**config.mk**
```make
export PLATFORM = sky130hd
export DESIGN_NAME = ucsbece154b_icache
export DESIGN_NICKNAME = d
export VERILOG_FILES = /design/src/rtl/ucsbece154b_icache.sv
export SDC_FILE = /design/constraint.sdc
export NUM_CORES = 1
export LEC_CHECK = 0
export ABC_AREA = 0
export CAP_MARGIN = 10
export CORE_MARGIN = 2
export CORE_UTILIZATION = 55
export DETAILED_ROUTE_END_ITERATION = 12
export PLACE_DENSITY = 0.76
export SLEW_MARGIN = 20
export SYNTH_ARGS = -nofsm -noshare
export SYNTH_HDL_FRONTEND = slang
export SYNTH_SLANG_ARGS = --single-unit
```
**constraint.sdc**
```tcl
create_clock -name clk -period 4.75 [get_ports clk]
set_input_delay 0.95 -clock clk [delete_from_list [all_inputs] [get_ports clk]]
set_output_delay 0.95 -clock clk [all_outputs]
set_load 0.03 [all_outputs]
```
**src/rtl/ucsbece154b_icache.sv**
```systemverilog
// Direct-mapped read-only instruction cache. Hits return data in the same cycle; a miss refills the
// whole block as an in-order burst and forwards the requested word when it arrives. Busy_o holds fetch until then.
module ucsbece154b_icache #(
   parameter int NUM_SETS    = 8,
   parameter int BLOCK_WORDS = 4
) (
   input  logic        clk,
   input  logic        reset,
   input  logic        ReadEnable_i,
   input  logic [31:0] ReadAddress_i,
   output logic [31:0] Instruction_o,
   output logic        Ready_o,
   output logic        Busy_o,
   output logic        MemReadRequest_o,
   output logic [31:0] MemReadAddress_o,
   input  logic        MemDataReady_i,
   input  logic [31:0] MemDataIn_i
);

   localparam int OFF_W = $clog2(BLOCK_WORDS);
   localparam int IDX_W = $clog2(NUM_SETS);
   localparam int TAG_W = 32 - IDX_W - OFF_W - 2;
   localparam logic [OFF_W-1:0] LAST_WORD = OFF_W'(BLOCK_WORDS - 1);

   typedef enum logic [1:0] {IDLE, REQ, REFILL} state_t;
   state_t state;

   logic [31:0]         dataArray [NUM_SETS][BLOCK_WORDS];
   logic [TAG_W-1:0]    tagArray  [NUM_SETS];
   logic [NUM_SETS-1:0] validArray;

   logic [OFF_W-1:0] offset, missOffset, counter;
   logic [IDX_W-1:0] index, missIndex;
   logic [TAG_W-1:0] tag, missTag;
   logic             hit, addrMatch, earlyRestart, unusedByteBits;

   assign offset         = ReadAddress_i[OFF_W+1:2];
   assign index          = ReadAddress_i[OFF_W+2 +: IDX_W];
   assign tag            = ReadAddress_i[31 -: TAG_W];
   assign unusedByteBits = ^ReadAddress_i[1:0];

   assign hit = (state == IDLE) & ReadEnable_i & validArray[index] & (tagArray[index] == tag);

   // Early restart only for the exact word that missed, while fetch is still asking for it.
   assign addrMatch    = ({tag, index, offset} == {missTag, missIndex, missOffset});
   assign earlyRestart = (state == REFILL) & MemDataReady_i & (counter == missOffset)
                         & ReadEnable_i & addrMatch;

   assign Ready_o       = hit | earlyRestart;
   assign Instruction_o = earlyRestart ? MemDataIn_i : dataArray[index][offset];
   assign Busy_o        = ReadEnable_i & ~Ready_o;

   always_ff @(posedge clk) begin
      if (reset) begin
         state            <= IDLE;
         validArray       <= '0;
         counter          <= '0;
         missTag          <= '0;
         missIndex        <= '0;
         missOffset       <= '0;
         MemReadRequest_o <= 1'b0;
         MemReadAddress_o <= '0;
      end else begin
         MemReadRequest_o <= 1'b0;
         case (state)
            IDLE: begin
               if (ReadEnable_i && !hit) begin
                  missTag           <= tag;
                  missIndex         <= index;
                  missOffset        <= offset;
                  counter           <= '0;
                  // Invalidate now so a half-written line can never produce a hit.
                  validArray[index] <= 1'b0;
                  MemReadRequest_o  <= 1'b1;
                  MemReadAddress_o  <= {tag, index, {(OFF_W + 2){1'b0}}};
                  state             <= REQ;
               end
            end
            REQ: state <= REFILL;
            REFILL: begin
               if (MemDataReady_i) begin
                  counter <= counter + 1'b1;
                  if (counter == LAST_WORD) begin
                     validArray[missIndex] <= 1'b1;
                     state                 <= IDLE;
                  end
               end
            end
            default: state <= IDLE;
         endcase
      end
   end

   // Data and tag storage carry no reset; the valid bits alone decide what may hit.
   always_ff @(posedge clk) begin
      if (!reset && state == REFILL && MemDataReady_i) begin
         dataArray[missIndex][counter] <= MemDataIn_i;
         if (counter == LAST_WORD) tagArray[missIndex] <= missTag;
      end
   end

endmodule

```
== Yosys cells after proc, flatten, opt, wreduce, memory -nomap -nowiden ==
Memory sizes are Yosys's and may differ from the RTL's.
Index checks and enable logic that the tools add are counted.
Word-level totals
  register bits: 71
  bits in latches: 0
  bits in writable memories: 1224
  bits in read-only memories: 0
  input bits: 68
  output and inout port bits: 67
  word-level logic and storage cells: 87
  memories: 2
Memory list
  dataArray: depth 8, width 128, rd ports 1, clocked after Yosys merged registers in 0, wr ports 1, line 28  | logic [31:0] dataArray [NUM_SETS][BLOCK_WORDS];
  tagArray: depth 8, width 25, rd ports 1, clocked after Yosys merged registers in 0, wr ports 1, line 29  | logic [TAG_W-1:0] tagArray [NUM_SETS];
Operators by class
  add/sub/neg operators: 1
  multiply operators: 0
  div/mod/pow operators: 0
  $lt $le $gt $ge: 7
  equal/unequal tests: 9
  shift operators: 0
  muxes and demuxes: 29
  bitwise gates (word level): 16
  reductions and logical operators: 15
Operator list (count)
  $mux W128: 1
  $mux W32: 4
  $bmux W32 S2: 1
  $demux W32 S2: 1
  $eq A30 B30 Y1: 1
  $eq A25 B25 Y1: 1
  $mux W8: 3
  $pmux W8 S2: 1
  $mux W2: 5
  $and A1 B1 Y1: 8
  $and A8 B8 Y8: 1
  $lt A3 B4 Y1 const B: 2
  $mux W1: 8
  $not A8 Y8: 1
  $or A8 B8 Y8: 1
  $demux W1 S3: 2
  $ge A3 B1 Y1 const B: 2
  $ge A3 B3 Y1 const B: 2
  $logic_and A1 B1 Y1: 6
  $not A2 Y3: 2
  $pmux W2 S3: 1
  $reduce_and A3 Y1: 2
  $eq A2 B2 Y1 const B: 2
  $ne A2 B1 Y1 const B: 2
  other kinds (15): 17

== Logic depth before layout (Yosys ltp) ==
  depth after elaboration: 8
  depth in mapped cells: 14
  depth with buffers taken out: 8

== Least setup slack after synthesis ==
OpenSTA, ideal clock, no wires.
  kind: input to output
  start: input ReadAddress_i[4]
  end: output Instruction_o[10]
  arrival time: 3.441 ns
  data required time: 3.800 ns
  path slack: 0.359 ns
  stages: 9
  buffers on the path: 4
  cell sequence: buf_4 -> buf_2 -> xor2_1 -> or4b_2 -> nor4_1 -> nand4_1 -> buf_2 -> clkbuf_1 -> a21oi_1
Between the ends
  word-level cells in the longest chain between the ends: 5
  elaborated cells between the ends (all ways): 7
  classes of those cells: eq/ne: 1; mux: 4; bitwise: 1; memory: 1
Ends and longest elaborated chain
  from (decl): line 10  | input logic [31:0] ReadAddress_i,
  $mem_v2 Z8 W128
  $bmux W32 S2: line 50  | assign Instruction_o = earlyRestart ? MemDataIn_i : dataArray[index][offset];
  $mux W32 (not written as such) (2 in a row): line 50
  $mux W32 *: line 50
  to (decl): line 11  | output logic [31:0] Instruction_o,
Mark *: on every way between the ends. The rest lies on a longest branch, timed or not. The select of a mux whose other input is x is not followed.

== Worst setup path after layout ==
  start: input ReadAddress_i[28]
  end: output Instruction_o[26]
Between the ends
  word-level cells in the longest chain between the ends: 3
Ends and longest elaborated chain
  $eq A30 B30 Y1: line 45  | assign addrMatch = ({tag, index, offset} == {missTag, missIndex, missOffset});
  $and A1 B1 Y1: line 47  | & ReadEnable_i & addrMatch;
  $mux W32: line 50
Every way passes these cells.

==> flow_summary_export.csv <==
group,metric,value,unit
status,status,"finished, violations left",
status,violations,"setup timing",
pwr,peakVddDrop,0.0003932,V
cts,numCtsBuffers,116,
place,port_buffers,128,
route,ant_nets,0,
place,place_congestion,0.8737,
critical_path,cp_slowest_stage_delay,0.65,ns
die,io_pins,135,
critical_path,endpoint_kind,"primary output",
pwr,p_comb_frac,0.072,
synthesis,netlist_area,49460,um^2
route,vias,30878,
cts,clkTransAtPathRegs,0.06,ns
global_routing,grt_pass1_vias,30678,
critical_path,critPathMaxFanout,60,
timing,slew_headroom,0.4025,
pwr,sequentialPowerShare,0.537,
pwr,power_density,397.8,nW/um^2
synthesis,synth-edff-count,1224,
cts,cts_setup_buffers,0,
timing,hold_viol,0,
timing,max_freq,208.4,MHz
critical_path,crit_buf_inv,4,
die,start_util,0.5570,
timing,finalCritPeriodShare,1.010,
critical_path,cp_top_family,"simple AND/OR/NAND/NOR gates",
timing,fin_worst_skew,0.03182,ns
route,dr.pass1.iters,10,
critical_path,critical_path.slowest_cell,"or4b_2",
pwr,clock_power_share,0.391,
layout,design_area,57680,um^2
route,route.detailed.drc,0,
cts,clock_path_buffers,3,
global_routing,grt.overflow.total,0,
pwr,cellLeakagePower,18.88,nW
die,chipWidth,303.9,um
layout,fin_cells,4535,
place,dpl.cell_count,4326,
timing,setup_tns,-0.1055,ns
cts,h-tree-depth,3,
route,detail_route.wl_per_cell,31.63,um
critical_path,crit_type,"in -> out",
synthesis,syn_area_per_cell,16.38,um^2
pwr,switching_share,0.2189,
hold_path,min-delay-path-class,"reg -> reg",
synthesis,ys_seq_area_frac,0.7606,
critical_path,cp.required,3.80,ns
route,first_iter_violations,4770,
critical_path,crit_arrival,3.85,ns
place,dp_hpwl,77.37,mm
timing,rsz0062_at_grt,"true",
flow_run,maxCapViolCount,0,
synthesis,postSynthRegisterBits,1267,
critical_path,critPathMostFrequentCell,"buf_12",
synthesis,synthFlopType,"edfxtp_1",
cts,cts_sinks,1267,
die,die_h,303.9,um
timing,worstMarginPinSlew,0.8962,ns
critical_path,cp-start-kind,"primary input",
synthesis,synthArstFlopShare,0,
synthesis,yosysWarnings,0,
cts,cts_tree,"done",
cts,cts_hold_buf,0,
route,totalWireLength,143.4,mm
critical_path,crit_path_cell_trace,"clkdlybuf4s50_1, xor2_1, or4b_2, nor4_1, nand4_1, buf_12, nor2_1, a21oi_2, buf_4, buf_12",
timing,fin_ws,-0.04832,ns
cts,ctsResizeCount,3,
timing,setup_viol,3,
pwr,p_int,17.92,mW
global_routing,grt_pass1_wl,205.4,mm
cts,root_buffer,"clkbuf_16",
die,coreArea,88780,um^2
pwr,p_switching,5.023,mW
timing,drv_slew,0,
global_routing,grt_usage,0.3060,
layout,utilization,0.6497,
global_routing,antenna_found_initial,2,
route,detail_route.vias_per_cell,6.809,
place,post_dp_cell_area,54020,um^2
timing,whs,0.5149,ns
layout,drive_gt1_frac,0.1638,
cts,clk-insertion-delay-late,0.69,ns
layout,final_nets,3351,
die,fp-row-count,109,
timing,fin_crit,4.798,ns
synthesis,synthCells,3020,
synthesis,synth_cell_types,66,
layout,areaGrowthSynthToFinish,16.63,%
global_routing,grt_max_degree,76,
critical_path,reg2reg_slack,1.60,ns
die,die-area,92330,um^2
-- worst min-delay path, stage by stage, from the launching register on --
cell      delay, ns
dfxtp_1        0.34
nand2b_1       0.08
o21ai_1        0.05
-- sequential cells by signal, indices dropped and copies added (netlist names) --
name	flops
MemReadAddress_o	1
MemReadRequest_o	1
counter	2
dataArray	1024
missIndex	2
missOffset	2
missTag	25
state	2
tagArray	200
validArray	8
-- worst paths after layout --
| kind | startpoint | to | cells after the start |
|---|---|---|---|
| max | ReadAddress_i[28] | Instruction_o[26] | 10 |
| min | missOffset[0] | missOffset[0] | 2 |
| max reg2reg | state[1] | dataArray[6][60] | 6 |
| min reg2reg | missOffset[0] | missOffset[0] | 2 |
-- area by class of cell --
| cell class | instances | area (um^2) |
|---|---|---|
| fill | 5760 | 31100 |
| antenna | 1 | 2.502 |
| clock buffer | 147 | 3062 |
| clock inverter | 61 | 546.8 |
| tap | 1165 | 1458 |
| inverter | 6 | 22.52 |
| multi-input combinational | 1551 | 11290 |
| sequential | 1267 | 37620 |
| timing repair buffer | 337 | 3681 |
-- through the flow --
stage | setup WS [ns] | power [mW]
finish | -0.04832 | 22.94
global route | -0.05278 | 23.45
CTS | 0.01170 | 22.94
detailed placement | -0.2373 | 14.17
global placement | -0.2334 | 14.13
floorplan | 0.3594 | 13.32
-- power groups by stage --
stage | Clock, mW | Sequential [mW] | Combinational [mW]
2_1_floorplan | 0 | 12.6 | 0.736
3_3_place_gp | 0 | 12.6 | 1.57
5_1_grt | 9.40 | 12.3 | 1.71
3_5_place_dp | 0 | 12.6 | 1.60
4_1_cts | 8.99 | 12.3 | 1.62
6_report | 8.96 | 12.3 | 1.65
-- cells in the mapped netlist (all sizes together), types with 19 or more instances --
cell type  number  area share
edfxtp       1224        0.74
mux2i         207       0.042
a21oi         181       0.018
nor2          170       0.013
nand2         155       0.012
o21ai         144       0.015
a22oi         134       0.020
clkbuf        123      0.0093
buf            76      0.0087
a221oi         70       0.012
mux2           54       0.012
dfxtp          43       0.017
mux4           35       0.016
nand2b         32      0.0040
nand3          32      0.0032
nand4b         30      0.0053
a22o           27      0.0048
a31oi          22      0.0028
nand4          22      0.0028
o211ai         22      0.0033
xor2           20      0.0035
xnor2          19      0.0034
-- metal layers --
metal	vias up	wire, um	global-route usage
met3	503	18240	0.07528
met4	4	7613	0.1486
li1	12534	-	-
met2	2394	66440	0.4800
met5	-	29	0
met1	15443	51110	0.4045
-- placed cells by master (no fill, tap or decap), types with 14 or more instances in the layout --
cell	Yosys	final
edfxtp_1	1224	1224
mux2i_1	207	207
a21oi_1	181	178
buf_4	13	173
nand2_1	155	155
o21ai_0	142	142
a22oi_1	134	134
nor2_1	169	128
clkbuf_16	0	119
clkdlybuf4s50_1	0	89
buf_12	0	73
a221oi_1	70	70
mux2_2	54	54
dfxtp_1	43	43
nor2_4	1	41
mux4_2	35	35
nand2b_1	32	32
nand3_1	32	32
clkinv_1	0	31
nand4b_1	30	30
clkbuf_1	123	29
a22o_1	27	27
o211ai_1	22	22
a31oi_1	22	22
nand4_1	22	22
xor2_1	20	20
xnor2_1	19	19
nor3_1	18	18
a221o_1	16	16
clkinv_2	0	14
-- cell families (layout without fill, tap and decap cells) --
| kind of cell | count (synthesis) | count (layout) | synth area share |
|---|---|---|---|
| xor gates and xnor gates | 39 | 39 | 0.006907 |
| and+or+nand+nor | 515 | 515 | 0.04969 |
| buffers and inverters | 205 | 551 | 0.01852 |
| other | 1 | 5 | 0.00007582 |
| muxes | 296 | 296 | 0.07013 |
| adders and majority gates | 4 | 4 | 0.001012 |
| DFF | 1267 | 1267 | 0.7606 |
| AOI/OAI and AO/OA | 693 | 693 | 0.09308 |
Note: power is estimated with default switching activity, not from simulation.
